File: config.mk
export PLATFORM = sky130hd
export DESIGN_NAME = capture_frame_transmitter
export DESIGN_NICKNAME = d
export VERILOG_FILES = /design/src/rtl/capture_pkg.sv /design/src/rtl/byte_tx_slot.sv /design/src/rtl/capture_frame_transmitter.sv
export SDC_FILE = /design/constraint.sdc
export NUM_CORES = 1
export LEC_CHECK = 0
export ABC_AREA = 0
export CORE_MARGIN = 1.5
export CORE_UTILIZATION = 62
export CTS_CLUSTER_SIZE = 12
export DETAILED_ROUTE_END_ITERATION = 7
export PLACE_DENSITY = 0.95
export SYNTH_ARGS = -nofsm -noshare
export SYNTH_HDL_FRONTEND = slang
export SYNTH_SLANG_ARGS = --single-unit
File: constraint.sdc
create_clock -name clk -period 4.3 [get_ports clk]
set_input_delay 1.075 -clock clk [delete_from_list [all_inputs] [get_ports clk]]
set_output_delay 1.075 -clock clk [all_outputs]
set_load 0.03 [all_outputs]
File: src/rtl/capture_pkg.sv
// capture_pkg: shared frame FSM states, sync bytes and field widths
package capture_pkg;
    localparam int LEN_W = 10;
    localparam int EVT_W = 8;
    localparam int WORD_W = 16;
    localparam logic [7:0] SYNC0_DEF = 8'hAA;
    localparam logic [7:0] SYNC1_DEF = 8'h55;
    localparam logic [23:0] TIMEOUT_DEF = 24'd1_000_000;
    typedef enum logic [10:0] {
        IDLE  = 11'b000_0000_0001,
        S0    = 11'b000_0000_0010,
        S1    = 11'b000_0000_0100,
        LEN_H = 11'b000_0000_1000,
        LEN_L = 11'b000_0001_0000,
        EVT   = 11'b000_0010_0000,
        FETCH = 11'b000_0100_0000,
        WAITV = 11'b000_1000_0000,
        HI    = 11'b001_0000_0000,
        LO    = 11'b010_0000_0000,
        CHK   = 11'b100_0000_0000
    } state_e;
endpackage

File: src/rtl/byte_tx_slot.sv
// byte_tx_slot: one-entry valid/ready output register feeding the byte link
module byte_tx_slot (
    input  logic       clk,
    input  logic       rst,
    input  logic       load,
    input  logic [7:0] load_data,
    input  logic       tx_ready,
    output logic [7:0] tx_data,
    output logic       tx_valid
);
    logic [7:0] data_q, data_d;
    logic       valid_q, valid_d;

    always_comb begin
        data_d  = load ? load_data : data_q;
        valid_d = load | (valid_q & ~tx_ready);
    end

    always_ff @(posedge clk) begin
        if (rst) begin
            data_q  <= 8'h00;
            valid_q <= 1'b0;
        end else begin
            data_q  <= data_d;
            valid_q <= valid_d;
        end
    end

    assign tx_data  = data_q;
    assign tx_valid = valid_q;
endmodule

File: src/rtl/capture_frame_transmitter.sv
// capture_frame_transmitter: drains the capture FIFO and sends one framed,
// checksummed byte stream per trigger batch to the host link
module capture_frame_transmitter
    import capture_pkg::*;
#(
    parameter logic [7:0]  SYNC0          = SYNC0_DEF,
    parameter logic [7:0]  SYNC1          = SYNC1_DEF,
    parameter logic [23:0] TIMEOUT_CYCLES = TIMEOUT_DEF
) (
    input  logic              clk,
    input  logic              rst,
    input  logic              dataReadyToRead,
    input  logic              dataValid,
    input  logic [WORD_W-1:0] dataOut,
    output logic              dataRead,
    output logic              readyToTransmit,
    input  logic [LEN_W-1:0]  dataLength,
    input  logic [EVT_W-1:0]  numEventsToAdd,
    output logic [7:0]        txData,
    output logic              txValid,
    input  logic              txReady,
    output logic              frameDone,
    output logic              frameAbort
);
    state_e            state_q, state_d;
    logic [LEN_W-1:0]  len_q, len_d, cnt_q, cnt_d;
    logic [EVT_W-1:0]  evt_q, evt_d;
    logic [7:0]        cks_q, cks_d, lo_q, lo_d, cks_acc, load_data;
    logic [23:0]       tcnt_q, tcnt_d;
    logic              rtt_q, rtt_d, done_q, done_d, abort_q, abort_d;
    logic              load, accept, timeout;

    assign accept  = txValid & txReady;
    assign timeout = tcnt_q == TIMEOUT_CYCLES - 24'd1;
    assign cks_acc = cks_q + txData;

    always_comb begin
        state_d   = state_q;
        len_d     = len_q;
        evt_d     = evt_q;
        cnt_d     = cnt_q;
        cks_d     = cks_q;
        lo_d      = lo_q;
        tcnt_d    = tcnt_q;
        done_d    = 1'b0;
        abort_d   = 1'b0;
        load      = 1'b0;
        load_data = 8'h00;
        case (state_q)
            IDLE: if (dataReadyToRead) begin
                len_d     = dataLength;
                evt_d     = numEventsToAdd;
                cks_d     = 8'h00;
                cnt_d     = '0;
                tcnt_d    = '0;
                load      = 1'b1;
                load_data = SYNC0;
                state_d   = S0;
            end
            S0: if (accept) begin
                load      = 1'b1;
                load_data = SYNC1;
                state_d   = S1;
            end
            S1: if (accept) begin
                load      = 1'b1;
                load_data = {6'b0, len_q[9:8]};
                state_d   = LEN_H;
            end
            LEN_H: if (accept) begin
                cks_d     = cks_acc;
                load      = 1'b1;
                load_data = len_q[7:0];
                state_d   = LEN_L;
            end
            LEN_L: if (accept) begin
                cks_d     = cks_acc;
                load      = 1'b1;
                load_data = evt_q;
                state_d   = EVT;
            end
            EVT: if (accept) begin
                cks_d     = cks_acc;
                tcnt_d    = '0;
                load      = len_q == '0;
                load_data = cks_acc;
                state_d   = len_q == '0 ? CHK : FETCH;
            end
            FETCH: begin
                tcnt_d = tcnt_q + 24'd1;
                if (dataReadyToRead) state_d = WAITV;
                else if (timeout) begin
                    abort_d = 1'b1;
                    state_d = IDLE;
                end
            end
            WAITV: begin
                tcnt_d = tcnt_q + 24'd1;
                if (dataValid) begin
                    lo_d      = dataOut[7:0];
                    tcnt_d    = '0;
                    load      = 1'b1;
                    load_data = dataOut[15:8];
                    state_d   = HI;
                end else if (timeout) begin
                    abort_d = 1'b1;
                    state_d = IDLE;
                end
            end
            HI: if (accept) begin
                cks_d     = cks_acc;
                load      = 1'b1;
                load_data = lo_q;
                state_d   = LO;
            end
            LO: if (accept) begin
                cks_d     = cks_acc;
                cnt_d     = cnt_q + LEN_W'(1);
                tcnt_d    = '0;
                load      = cnt_d == len_q;
                load_data = cks_acc;
                state_d   = cnt_d == len_q ? CHK : FETCH;
            end
            CHK: if (accept) begin
                done_d  = 1'b1;
                state_d = IDLE;
            end
            default: state_d = IDLE;
        endcase
        rtt_d = state_d == IDLE;
    end

    always_ff @(posedge clk) begin
        if (rst) begin
            state_q <= IDLE;
            len_q   <= '0;
            evt_q   <= '0;
            cnt_q   <= '0;
            cks_q   <= 8'h00;
            lo_q    <= 8'h00;
            tcnt_q  <= '0;
            rtt_q   <= 1'b1;
            done_q  <= 1'b0;
            abort_q <= 1'b0;
        end else begin
            state_q <= state_d;
            len_q   <= len_d;
            evt_q   <= evt_d;
            cnt_q   <= cnt_d;
            cks_q   <= cks_d;
            lo_q    <= lo_d;
            tcnt_q  <= tcnt_d;
            rtt_q   <= rtt_d;
            done_q  <= done_d;
            abort_q <= abort_d;
        end
    end

    // Read strobe follows the FIFO flag in the same cycle so a word costs only 4 cycles
    assign dataRead        = (state_q == FETCH) & dataReadyToRead;
    assign readyToTransmit = rtt_q;
    assign frameDone       = done_q;
    assign frameAbort      = abort_q;

    byte_tx_slot u_slot (
        .clk      (clk),
        .rst      (rst),
        .load     (load),
        .load_data(load_data),
        .tx_ready (txReady),
        .tx_data  (txData),
        .tx_valid (txValid)
    );
endmodule

# Word level (Yosys, flattened, before mapping)

Index checks and enable logic that the tools add are counted.
Widths: inputs -> output; s select.

$add $sub $neg: 3
Equal/unequal tests: 18
Reduce and logical (&&, ||, !) cells: 13
Muxes and demuxes: 44
Bitwise logic cells: 6

Operator list:

| operator              | number |
|---|---|
| $mux 11               | 14 |
| $pmux 11 s11          | 1 |
| $pmux 24 s4           | 1 |
| $mux 24               | 3 |
| $mux 8                | 8 |
| $pmux 8 s8            | 1 |
| $add 24x1->24 const B | 1 |
| $eq 24x20->1 const B  | 1 |
| $eq 11x1->1 const B   | 2 |
| $mux 10               | 2 |
| $pmux 10 s2           | 1 |
| $pmux 8 s2            | 1 |
| $eq 11x10->1 const B  | 1 |
| $eq 11x11->1 const B  | 1 |
| $eq 11x2->1 const B   | 1 |
| $eq 11x3->1 const B   | 1 |
| $eq 11x4->1 const B   | 1 |
| $eq 11x5->1 const B   | 1 |
| $eq 11x6->1 const B   | 1 |
| $eq 11x7->1 const B   | 1 |
| $eq 11x8->1 const B   | 1 |
| $eq 11x9->1 const B   | 1 |
| $add 10x1->10 const B | 1 |
| $eq 10x10->1          | 1 |
| 18 further kinds      | 36 |

Input port bits: 39
Register bits after elaboration: 91
Word-level logic and storage cells: 96

# Logic depth before layout (Yosys ltp)

Depth in word-level cells: 6
Mapped depth: 11
Depth with buffers taken out: 9

# Modules after synthesis

A second synthesis with hierarchy kept.

Cells, all modules: 650
Area total of the unflattened synthesis: 5133.7 um^2

Modules (own cells, without submodules):

| module                    | cells each | area an instance (um^2) | instances |
|---|---|---|---|
| capture_frame_transmitter | 620        | 4812.1                  | 1 |
| byte_tx_slot              | 30         | 321.6                   | 1 |

# Least setup slack after synthesis

OpenSTA, ideal clock, no wires.

Kind: register to output
Start point: register state_q[3]
End point: output port dataRead
Cell stages (with the launch flop): 7
Data required time: 3225 ps
Path slack: 1704 ps
Data arrival time: 1521 ps
Cell sequence: dfxtp_1 -> buf_2 -> nor4_4 -> and3_1 -> clkbuf_1 -> nand3_1 -> inv_1

Cells in the longest elaborated chain, start to end: 2

RTL lines:

| what                   | line                             | RTL |
|---|---|---|
| start, declared        | capture_frame_transmitter.sv:25  | `state_e state_q, state_d;` |
| start signal, assigned | capture_frame_transmitter.sv:146 | `state_q <= state_d;` |
| $eq 11x7->1            | capture_frame_transmitter.sv:160 | `assign dataRead = (state_q == FETCH) & dataReadyToRead;` |
| $and 1x1->1            | capture_frame_transmitter.sv:160 |  |
| end, declared          | capture_frame_transmitter.sv:15  | `output logic dataRead,` |

Every way passes these cells.

# Final worst setup path

Same ends and word-level chain as after synthesis.

==> results.sh <==
export IMPL_status="finished clean"
export IMPL_avgRoutedWirePerCell_um=17.9
export IMPL_cp_required_ns=3.22
export IMPL_cts_setup_buffers=0
export IMPL_hold_slack_ns=0.461
export IMPL_vias=5137
export IMPL_nets=721
export IMPL_die_y_um=94.1
export IMPL_placed_area_um2=5600
export IMPL_drive_above_1_share_pct=7.24
export IMPL_power_mw=1.89
export IMPL_multiInputGateArea_um2=3070
export IMPL_die_w_um=94.1
export IMPL_synth_flop_cell="dfxtp_1"
export IMPL_path_clk_slew_ns=0.09
export IMPL_min_period_over_period_pct=85.4
export IMPL_grt_pass1_wl_mm=22.3
export IMPL_synthesis_nets=697
export IMPL_synth_area_um2=5140
export IMPL_worst_path_buf_inv=2
export IMPL_fp_row_count=33
export IMPL_worstPathCellList="nor4_4, and3_1, nand3_1, inv_1, clkdlybuf4s50_1"
export IMPL_syn_inst=648
export IMPL_synth_distinct_cells=69
export IMPL_setup_tns_final_ns=0
export IMPL_htree_levels=3
export IMPL_crit_path_start_kind="flip-flop"
export IMPL_ys_seq_area_share_pct=35.4
export IMPL_ff_latch_area_um2=1820
export IMPL_cts_resized=0
export IMPL_yosysTopAreaCell="dfxtp_1"
export IMPL_dp_slack_ns=0.735
export IMPL_crit_fanout=10
export IMPL_drc=0
export IMPL_rsz0062_at_grt="false"
export IMPL_initial_core_util_pct=63.2
export IMPL_fmax_mhz=272
export IMPL_finClkSkew_ns=0.0105
export IMPL_cts_sinks=91
export IMPL_wl_mm=14.0
export IMPL_layout_setup_ws_ns=0.627
export IMPL_min_period_ns=3.67
export IMPL_grt_max_degree=45
export IMPL_numPortBuffers=51
export IMPL_holdBufCountCts=0
export IMPL_synth_area_top_cells="dfxtp_1, nand2_1, a21oi_1"
export IMPL_cts_made_buffers=9
export IMPL_io_pins=52
export IMPL_cts_tree="done"
export IMPL_async_flop_share_pct=0
export IMPL_die_area_um2=8850
export IMPL_antenna_left=0
export IMPL_dpl_hpwl_mm=9.84
export IMPL_clock_path_buffers=2
export IMPL_max_cap_viol_count=0
export IMPL_setup_viol_count_final=0
export IMPL_grt_total_usage_pct=32.0
export IMPL_drt_pass1_iterations=8
export IMPL_insertedDiodeCount=0
export IMPL_core_um2=8130
export IMPL_vias_per_cell=6.57
export IMPL_finalHoldViolCount=0
export IMPL_clock_latency_ns=0.38
export IMPL_drv_slew=0
export IMPL_crit_slowest_cell="clkdlybuf4s50_1"
export IMPL_overflow=0
export IMPL_worstMarginPinSlew_ns=1.10
export IMPL_antenna_found_initial=0
export IMPL_powerDensity_nw_per_um2=326
export IMPL_critPathKind="reg -> out"
export IMPL_grt_pass1_vias=4764
export IMPL_leakagePower_nw=1.95
export IMPL_design_area_um2=5780
export IMPL_gp_congestion=0.951
export IMPL_yosys_warnings=0
export IMPL_arrival_ns=2.60
export IMPL_synth_top_area_share_pct=35.4
export IMPL_most_common_layout_cells="nand2_1, dfxtp_1, a21oi_1"
export IMPL_slowest_delay_ns=0.67
export IMPL_critical_path_top_delay_family="simple AND/OR/NAND/NOR gates"
export IMPL_area_growth_synth_to_final_pct=12.4
export IMPL_slew_limit_headroom_pct=26.2
export IMPL_synth_edf_count=0
export IMPL_layout_commonest_cell="nand2_1"
export IMPL_fillCellCount=613
export IMPL_ir_worst_vdd_mv=0.201
export IMPL_synth_seq_cells=91
export IMPL_min_path_type="reg -> reg"
export IMPL_worstSetupEndpointType="output port"
export IMPL_cts_root_buffer="clkbuf_8"
export IMPL_drt_first_iter_violations=516
export IMPL_avgSynthCellArea_um2=7.93
[Yosys cell counts, types with 5 or more instances]
| master | number |
|---|---|
| nand4_1 | 10 |
| nor2b_1 | 8 |
| a21oi_1 | 71 |
| xnor2_1 | 26 |
| nor3_1 | 22 |
| xor2_1 | 14 |
| and4_1 | 7 |
| buf_2 | 9 |
| nand3b_1 | 7 |
| or3_1 | 10 |
| nand2b_1 | 5 |
| or4_1 | 7 |
| inv_1 | 11 |
| o21ai_0 | 27 |
| and2_1 | 7 |
| dfxtp_1 | 91 |
| clkbuf_1 | 25 |
| nor4_1 | 9 |
| nand3_1 | 22 |
| and3_1 | 9 |
| a221oi_1 | 9 |
| nor2_1 | 46 |
| nor2_2 | 7 |
| nand2_1 | 99 |
| ha_1 | 9 |
| a211oi_1 | 6 |
[metrics by stage]
stage | instances | utilization, %
2_1_floorplan | 648 | -
5_1_grt | 782 | 71.1
3_3_place_gp | 766 | 68.9
3_5_place_dp | 766 | 68.9
4_1_cts | 782 | 71.1
6_report | 782 | 71.1
[area by class of cell]
cell class / instances / share of cell area, %
Tap cell: 105 / 2.27
Multi-Input combinational cell: 504 / 53.2
Inverter: 11 / 0.714
Clock buffer: 10 / 2.21
Clock inverter: 6 / 0.866
Sequential cell: 91 / 31.5
Timing Repair Buffer: 55 / 9.26
[logic make-up after synthesis]
kind of cell | after synthesis | synth area share, %
simple gates | 295 | 30.2
buf+inv | 53 | 4.92
compound gates | 158 | 19.8
fa+ha+maj | 10 | 2.58
xor+xnor | 40 | 6.81
mux | 1 | 0.195
flops | 91 | 35.4
[worst reg2reg max path, stage by stage (launching register included)]
cell      delay (ns)
dfxtp_1         0.47
nor3_2          0.49
nand2_1         0.27
nor4_1          0.89
a221oi_1        0.13
a21oi_1         0.28
a221oi_1        0.09
a211oi_1        0.28
[report_power, final]
part	switching, mW	internal (mW)
Sequential	0.0506	0.880
Combinational	0.247	0.153
Clock	0.337	0.218
[final timing paths]
path	from	endpoint	slack (ns)	cells after the start
hold / removal	lo_q[3]	lo_q[3]	0.46	2
setup / recovery	state_q[3]	dataRead	0.63	5
hold reg to reg	lo_q[3]	lo_q[3]	0.46	2
setup reg to reg	state_q[9]	u_slot.tx_data[0]	1.33	7
[flip-flops by register name (all words and copies together), names as in the netlist]
register         flops
frameDone            1
lo_q                 8
cks_q                8
cnt_q               10
readyToTransmit      1
evt_q                8
tcnt_q              24
u_slot.tx_valid      1
state_q             11
u_slot.tx_data       8
len_q               10
frameAbort           1
[layer usage]
metal | wire length, µm | GRT usage [%]
met5 | 0 | 0
met4 | 367 | 14.8
met3 | 1310 | 8.33
met2 | 6790 | 52.5
met1 | 5520 | 39.3
Note: power is estimated with default switching activity, not from simulation.
